[src/rtl/spi_slave.sv]
// SPI slave endpoint: oversamples SCLK/CS/MOSI in the system clock domain,
// receives and transmits LSB-first frames, and strobes each received byte out.
module spi_slave #(
   parameter int                    DATA_WIDTH  = 8,
   parameter int                    SYNC_STAGES = 2,
   parameter logic [DATA_WIDTH-1:0] DEFAULT_TX  = '0
) (
   input  logic                  clk,
   input  logic                  reset,
   input  logic                  SCLK,
   input  logic                  CS,
   input  logic                  MOSI,
   output logic                  MISO,
   input  logic [DATA_WIDTH-1:0] txData,
   input  logic                  txLoad,
   output logic [DATA_WIDTH-1:0] rxData,
   output logic                  rxValid,
   output logic                  busy,
   output logic                  txPending
);

   localparam int CNT_W = (DATA_WIDTH > 1) ? $clog2(DATA_WIDTH) : 1;
   localparam logic [CNT_W-1:0] LAST_BIT = CNT_W'(DATA_WIDTH - 1);

   typedef enum logic [1:0] {
      ST_IDLE,
      ST_SHIFT,
      ST_DONE
   } state_t;

   state_t state_reg;
   state_t state_next;

   logic [SYNC_STAGES-1:0] sclk_sync_reg;
   logic [SYNC_STAGES-1:0] cs_sync_reg;
   logic [SYNC_STAGES-1:0] mosi_sync_reg;
   logic                   sclk_d_reg;
   logic                   cs_d_reg;

   logic                   sclk_s;
   logic                   cs_s;
   logic                   mosi_s;
   logic                   sclk_rise;
   logic                   sclk_fall;
   logic                   cs_rise;
   logic                   cs_fall;

   logic [DATA_WIDTH-1:0]  hold_reg;
   logic                   pend_reg;
   logic [DATA_WIDTH-1:0]  tx_shift_reg;
   logic [DATA_WIDTH-1:0]  rx_shift_reg;
   logic [CNT_W-1:0]       bit_cnt_reg;
   logic                   miso_bit_reg;
   logic                   miso_reg;
   logic [DATA_WIDTH-1:0]  rx_data_reg;
   logic                   rx_valid_reg;

   logic                   start;
   logic                   last_bit;
   logic                   capture;
   logic                   to_idle;
   logic                   shift_rise;
   logic                   shift_fall;

   // CS synchronizer resets high so a deasserted select is seen as idle.
   always_ff @(posedge clk or negedge reset) begin
      if (!reset) begin
         sclk_sync_reg <= '0;
         cs_sync_reg   <= '1;
         mosi_sync_reg <= '0;
         sclk_d_reg    <= 1'b0;
         cs_d_reg      <= 1'b1;
      end else begin
         sclk_sync_reg <= {sclk_sync_reg[SYNC_STAGES-2:0], SCLK};
         cs_sync_reg   <= {cs_sync_reg[SYNC_STAGES-2:0], CS};
         mosi_sync_reg <= {mosi_sync_reg[SYNC_STAGES-2:0], MOSI};
         sclk_d_reg    <= sclk_s;
         cs_d_reg      <= cs_s;
      end
   end

   assign sclk_s    = sclk_sync_reg[SYNC_STAGES-1];
   assign cs_s      = cs_sync_reg[SYNC_STAGES-1];
   assign mosi_s    = mosi_sync_reg[SYNC_STAGES-1];
   assign sclk_rise = sclk_s & ~sclk_d_reg;
   assign sclk_fall = ~sclk_s & sclk_d_reg;
   assign cs_rise   = cs_s & ~cs_d_reg;
   assign cs_fall   = ~cs_s & cs_d_reg;

   always_ff @(posedge clk or negedge reset) begin
      if (!reset) begin
         state_reg <= ST_IDLE;
      end else begin
         state_reg <= state_next;
      end
   end

   always_comb begin
      state_next = state_reg;
      start      = 1'b0;
      last_bit   = 1'b0;
      capture    = 1'b0;
      to_idle    = 1'b0;
      case (state_reg)
         ST_IDLE: begin
            if (cs_fall) begin
               start      = 1'b1;
               state_next = ST_SHIFT;
            end
         end
         ST_SHIFT: begin
            if (cs_rise) begin
               to_idle    = 1'b1;
               state_next = ST_IDLE;
            end else if (sclk_fall && (bit_cnt_reg == LAST_BIT)) begin
               last_bit   = 1'b1;
               state_next = ST_DONE;
            end
         end
         ST_DONE: begin
            capture = 1'b1;
            if (cs_s) begin
               to_idle    = 1'b1;
               state_next = ST_IDLE;
            end else begin
               state_next = ST_SHIFT;
            end
         end
         default: begin
            state_next = ST_IDLE;
         end
      endcase
   end

   assign shift_rise = (state_reg == ST_SHIFT) && sclk_rise && !cs_rise;
   assign shift_fall = (state_reg == ST_SHIFT) && sclk_fall && !cs_rise;

   // A load coinciding with a consume keeps the new byte pending.
   always_ff @(posedge clk or negedge reset) begin
      if (!reset) begin
         hold_reg <= '0;
         pend_reg <= 1'b0;
      end else begin
         if (txLoad) begin
            hold_reg <= txData;
            pend_reg <= 1'b1;
         end else if (start || last_bit) begin
            pend_reg <= 1'b0;
         end
      end
   end

   always_ff @(posedge clk or negedge reset) begin
      if (!reset) begin
         tx_shift_reg <= DEFAULT_TX;
         rx_shift_reg <= '0;
         bit_cnt_reg  <= '0;
         miso_bit_reg <= 1'b0;
         miso_reg     <= 1'b0;
         rx_data_reg  <= '0;
         rx_valid_reg <= 1'b0;
      end else begin
         if (start || last_bit) begin
            tx_shift_reg <= pend_reg ? hold_reg : DEFAULT_TX;
         end else if (shift_rise) begin
            miso_bit_reg <= tx_shift_reg[0];
            tx_shift_reg <= tx_shift_reg >> 1;
         end

         if (start) begin
            bit_cnt_reg  <= '0;
            rx_shift_reg <= '0;
         end else if (shift_fall) begin
            rx_shift_reg <= {mosi_s, rx_shift_reg[DATA_WIDTH-1:1]};
            bit_cnt_reg  <= last_bit ? '0 : bit_cnt_reg + CNT_W'(1);
         end

         // Leaving the frame drops any partial byte and parks MISO low.
         if (to_idle) begin
            bit_cnt_reg  <= '0;
            rx_shift_reg <= '0;
            miso_bit_reg <= 1'b0;
         end

         rx_valid_reg <= capture;
         if (capture) begin
            rx_data_reg <= rx_shift_reg;
         end

         miso_reg <= miso_bit_reg;
      end
   end

   assign MISO      = miso_reg;
   assign rxData    = rx_data_reg;
   assign rxValid   = rx_valid_reg;
   assign busy      = (state_reg != ST_IDLE);
   assign txPending = pend_reg;

endmodule

[config.mk]
export PLATFORM = sky130hd
export DESIGN_NAME = spi_slave
export DESIGN_NICKNAME = d
export VERILOG_FILES = /design/src/rtl/spi_slave.sv
export SDC_FILE = /design/constraint.sdc
export NUM_CORES = 1
export LEC_CHECK = 0
export BUFFER_PORTS_ARGS = -buffer_cell sky130_fd_sc_hd__buf_2
export CAP_MARGIN = 20
export CORE_ASPECT_RATIO = 1.5
export CORE_MARGIN = 4
export CORE_UTILIZATION = 30
export CTS_CLUSTER_SIZE = 8
export DETAILED_ROUTE_END_ITERATION = 8
export PLACE_DENSITY = 0.56
export SLEW_MARGIN = 20
export SYNTH_ARGS = -nofsm -noshare
export SYNTH_HDL_FRONTEND = slang
export SYNTH_SLANG_ARGS = --single-unit
[constraint.sdc]
create_clock -name clk -period 1.9 [get_ports clk]
set_input_delay 0 -clock clk [delete_from_list [all_inputs] [get_ports clk]]
set_output_delay 0 -clock clk [all_outputs]
set_load 0.02 [all_outputs]
### Word-level counts from Yosys, hierarchy flattened

Cells that the tools add are included.

| word-level totals | value |
|---|---|
| input bits | 14 |
| register bits after elaboration | 49 |
| word-level logic and storage cells | 74 |
| output and inout bits | 12 |

| operators by class | value |
|---|---|
| reduce and logical (&&, ||, !) cells | 15 |
| bitwise gates (word level) | 8 |
| muxes and demuxes | 29 |
| add/subtract/negate cells | 1 |
| eq/ne operators | 6 |

Operators by type and width:

| operator | number |
|---|---|
| 2-to-1 mux 8 bit | 6 |
| 2-to-1 mux 1 bit | 14 |
| 2-to-1 mux 3 bit | 4 |
| nonzero test 2 bit | 4 |
| 2-to-1 mux 2 bit | 3 |
| one-hot mux 2 bit (3 select lines) | 1 |
| logical AND 1 bit | 5 |
| bitwise AND 1 bit | 4 |
| inequality test 2 bit (second input constant) | 2 |
| NOT 1 bit | 4 |
| AND reduction 2 bit | 2 |
| adder 3 x 1 -> 3 bit (second input constant) | 1 |
| == test 3 bit (second input constant) | 1 |
| inequality test 3 bit (second input constant) | 1 |
| nonzero test 3 bit | 1 |
| == test 2 x 1 -> 1 bit (second input constant) | 1 |
| == test 2 bit (second input constant) | 1 |
| logical NOT 2 bit | 1 |
| one-hot mux 1 bit (2 select lines) | 1 |
| logical NOT 1 bit | 1 |
| logical OR 1 bit | 1 |

### Depth between registers and ports, before layout

| depth | value |
|---|---|
| word-level depth | 10 |
| gate-level depth with buffers | 7 |
| depth with buffers taken out | 6 |

### Least setup slack after synthesis

No wires, ideal clock.

| path | value |
|---|---|
| path type | register to register |
| start | reg state_reg[0] |
| end | reg miso_bit_reg |
| path buffers | 0 |
| setup slack | 0.069 ns |
| cell stages (with the launch flop) | 7 |
| setup time | 0.119 ns |
| clock period less this slack | 1.831 ns |
| required time | 1.781 ns |
| arrival time | 1.712 ns |
| cells stage by stage | dfrtp_1 inv_1 ha_1 and3b_1 nor4b_4 mux2_1 and2_1 |

| between the ends | value |
|---|---|
| longest elaborated chain between the ends | 5 |
| elaborated cells on any way between the ends | 13 |
| those cells by class | eq/ne: 3; mux: 4; reduce/logical: 6 |

Ends and longest elaborated chain:

| what | RTL line | source |
|---|---|---|
| start, declared | 31 | `state_t state_reg;` |
| start signal, assigned | 94 | `state_reg <= state_next;` |
| == test 2 x 1 -> 1 bit or logical NOT 2 bit (tied branches) | 104, 135 |  |
| 2-to-1 mux 1 bit or logical AND 1 bit (tied branches) | 104, 135 |  |
| logical OR 1 bit or logical AND 1 bit (tied branches) | 163, 135 |  |
| inequality test 2 bit (no line) or nonzero test 2 bit (tied branches) | -- |  |
| AND reduction 2 bit (no line) | -- |  |
| end signal, assigned | 166 | `miso_bit_reg <= tx_shift_reg[0];` |
| end, declared | 53 | `logic miso_bit_reg;` |

Several ways; a longest one is shown, not always the timed one.
A chain may end at the register's enable or synchronous reset.

### Final worst setup path

Ends and elaborated chain as after synthesis.

==> results.md <==
| Parameter | Value | Unit |
| --- | --- | --- |
| Relative slew margins | 59.6 | % |
| Top-level port count | 26 | - |
| Initial antenna violation count | 0 | - |
| Antenna cell count | 0 | - |
| Crit-path max FO | 4 | - |
| Initial standard-cell utilization of the core | 30.9 | % |
| Power Internal | 1720 | uW |
| Setup repair after global routing missed its margin | false | - |
| CP max-delay cell | sky130_fd_sc_hd__dfrtp_1 | - |
| Post-synthesis area per instance | 14.0 | um2 |
| Share of cells above drive strength 1 | 33.7 | % |
| Fraction of synthesized cell area taken by the top area cell type | 57.4 | % |
| Buf/Inv on CP | 1 | - |
| Cell family contributing the most delay on the critical path | simple AND/OR/NAND/NOR gates | - |
| Clock share of power | 24.9 | % |
| Power per cell area | 933 | mW/mm2 |
| Width of the die | 74.7 | um |
| Cell count after synthesis | 143 | - |
| Clock tree root buffer cell | sky130_fd_sc_hd__clkbuf_8 | - |
| Average wire per standard cell | 12.8 | um |
| Dominant cell by count in the synthesized netlist | sky130_fd_sc_hd__dfrtp_1 | - |
| Hold Violations, Final | 0 | - |
| Maximum root-to-sink buffer count | 2 | - |
| Worst setup slack after layout | 0.110 | ns |
| Share of flip-flops with an asynchronous set or reset after synthesis | 100 | % |
| Sw Share | 27.0 | % |
| Clock sink count | 49 | - |
| Final Slew Violations | 0 | - |
| Count of TritonRoute iterations in the first routing pass | 3 | - |
| Via count of the first global-routing pass | 1338 | - |
| Residual DRC count | 0 | - |
| Delay of the slowest cell on the worst path | 0.39 | ns |
| Remaining antenna violation count after routing | 0 | - |
| Type of the tightest min-delay check | in -> reg | - |
| Count of final setup violators | 0 | - |
| Total Wirelength | 3480 | um |
| Fin Setup TNS | 0 | ns |
| Fin nets | 215 | - |
| Part of the total power dissipated in sequential elements | 54.5 | % |
| Leak | 0.00127 | uW |
| Overall overflow remaining after global route | 0 | - |
| Largest net degree at the start of global routing | 50 | - |
| Combinational cell fraction of total power | 20.6 | % |
| Worst slack at placement | 0.0695 | ns |
| Biggest area consumer among synthesized cells | sky130_fd_sc_hd__dfrtp_1 | - |
| Clock insertion delay at the later pin of the skew report | 0.29 | ns |
| Core box area | 0.00649 | mm2 |
| Top FF cell, synth | sky130_fd_sc_hd__dfrtp_1 | - |
| Synth Register Bits | 49 | - |
| Most used standard cells in the synthesized netlist | sky130_fd_sc_hd__dfrtp_1 (46), sky130_fd_sc_hd__mux2_2 (16), sky130_fd_sc_hd__mux2i_1 (9) | - |
| Total of warnings raised by yosys | 0 | - |
| Filler cells | 649 | - |
| Worst-path clk slew | 0.08 | ns |
| Top cells by area in the synthesized netlist | sky130_fd_sc_hd__dfrtp_1 (57%), sky130_fd_sc_hd__mux2_2 (9.0%), sky130_fd_sc_hd__mux2i_1 (4.5%), sky130_fd_sc_hd__dfstp_2 (3.9%), sky130_fd_sc_hd__ha_1 (3.7%) | - |
| Final Cycle Share | 94.2 | % |
| Drt via density | 4.70 | - |
| Buffers on Ports | 25 | - |
| TritonCTS clock tree | built | - |
| Maximum frequency from static timing analysis | 0.559 | GHz |
| DRT iter0 DRCs | 53 | - |
| Global-route wire length before repair | 6330 | um |
| Critical path cell sequence | inv_1 > ha_1 > and3b_1 > nor4b_4 > mux2_1 > and2_1 | - |
| Worst Tran Pin Value | 0.606 | ns |
| Net Count, Synth | 163 | - |
| Maximum ir drop on the vdd rail | 0.397 | mV |
| Clock buffers created by TritonCTS | 5 | - |
| Worst EP required | 2.09 | ns |
| Overall routing resource usage | 9.89 | % |
| Category of the most critical setup path | reg -> reg | - |
| Netlist area before placement | 0.00200 | mm2 |
| Max-cap violations | 0 | - |
| Clock Skews | 0.00688 | ns |
| Full die area | 0.00808 | mm2 |
| Sw Pwr | 633 | uW |
| # rows | 36 | - |
| Final weighted congestion in routability-driven placement | 0.745 | - |
| Number of distinct library cell variants in the gate-level netlist after synthesis | 31 | - |
| Depth of the CTS H-tree | 2 | - |
| Time the final worst path needs with I/O delays and setup | 1.79 | ns |
| Startpoint Class | flip-flop | - |
| Die extent in y | 108 | um |
| Endpoint type of the worst setup path | flip-flop | - |
| Status | complete, no violations | - |
| Area growth from synthesis to layout | 25.7 | % |
| Sequential-to-total area share from yosys stat | 61.4 | % |
| Number of enable flip-flop cells after synthesis | 0 | - |
| Final HPWL from detailed placement | 2440 | um |
| Endpoint arrival time on the critical path | 1.98 | ns |
| Via count | 1278 | - |
power by group through the flow:
stage	clock [uW]	combinational [uW]	sequential, uW
after global routing	665	539	1310
after floorplan	0	302	1290
after global placement	0	463	1300
after CTS	634	489	1280
after detailed placement	0	469	1300
final	586	484	1280
cells in the final DEF, fill, tap and decap left out, types with 2 or more instances in the layout:
cell	instances
sky130_fd_sc_hd__mux2_2	16
sky130_fd_sc_hd__buf_4	11
sky130_fd_sc_hd__and2_1	8
sky130_fd_sc_hd__nor2b_1	2
sky130_fd_sc_hd__a31oi_1	2
sky130_fd_sc_hd__nand2_1	5
sky130_fd_sc_hd__dfrtp_1	46
sky130_fd_sc_hd__clkbuf_1	2
sky130_fd_sc_hd__mux2i_1	9
sky130_fd_sc_hd__a221o_1	7
sky130_fd_sc_hd__or3b_1	3
sky130_fd_sc_hd__dlygate4sd3_1	12
sky130_fd_sc_hd__nand2b_1	2
sky130_fd_sc_hd__clkbuf_8	5
sky130_fd_sc_hd__ha_1	6
sky130_fd_sc_hd__inv_1	4
sky130_fd_sc_hd__a21oi_1	3
sky130_fd_sc_hd__dfstp_2	3
sky130_fd_sc_hd__nor2_1	8
sky130_fd_sc_hd__buf_2	25
stage by stage:
stage / hold slack, ns / util [%] / total power (uW) / instance area [um2] / cells
after floorplan: -0.296 / - / 1590 / 2000 / 143
after global placement: 0.108 / 35.5 / 1760 / 2300 / 251
after detailed placement: 0.111 / 35.5 / 1770 / 2300 / 251
after CTS: 0.0840 / 38.6 / 2400 / 2510 / 271
after global routing: 0.0980 / 38.8 / 2510 / 2520 / 272
final: 0.0955 / 38.8 / 2350 / 2520 / 272
repair_timing:
action | CTS | global route
resized for setup | 0 | 1
hold buffers | 12 | 0
buffers inserted | 0 | 1
hold endpoints to repair | 57 | 0
setup endpoints to repair | 0 | 5
kinds of logic after synthesis:
logic type	Yosys count	synth area share, %
AO/OA/AOI/OAI	20	8.68
adder cells (fa/ha/maj)	6	3.75
buffers and inverters	8	1.62
flip-flops	49	61.4
multiplexers	26	14.0
AND/OR/NAND/NOR	34	10.5
path summary, 6_finish.rpt:
| path | from | end | slack (ns) | cells past startpoint |
|---|---|---|---|---|
| min in group asynchronous | reset | rxValid | 0.33 | 3 |
| hold reg to reg | mosi_sync_reg[0] | mosi_sync_reg[1] | 0.36 | 0 |
| max in group asynchronous | reset | state_reg[1] | 1.16 | 3 |
| hold / removal | txLoad | txPending | 0.1 | 2 |
| setup / recovery | state_reg[0] | miso_bit_reg | 0.11 | 6 |
| setup reg to reg | state_reg[0] | miso_bit_reg | 0.11 | 6 |
worst register-to-register path, delay by kind of cell, from the launching register on:
family                     cells  cell delay, ns
buffers and inverters          1            0.09
muxes                          1            0.34
and+or+nand+nor                3            0.62
DFF                            1            0.39
adders and majority gates      1            0.25
metal layers:
metal | routed length (um) | track usage, % | vias to the layer above
li1 | - | - | 616
met1 | 1590 | 13.5 | 629
met2 | 1660 | 14.9 | 28
met3 | 180 | 2.98 | 5
met4 | 44 | 3.31 | 0
met5 | 0 | 0 | -
area by class of cell:
| class | count | area [um2] | share of cell area (%) |
|---|---|---|---|
| well taps | 76 | 95.1 | 3.78 |
| inverters | 4 | 15.0 | 0.596 |
| flip-flops and latches | 49 | 1230 | 48.8 |
| multi-input cells | 86 | 747 | 29.7 |
| repair buffers | 49 | 348 | 13.8 |
| clock inverters | 1 | 7.51 | 0.298 |
| clock buffers | 7 | 76.3 | 3.03 |
No activity file was read; power rests on OpenSTA's default activity.
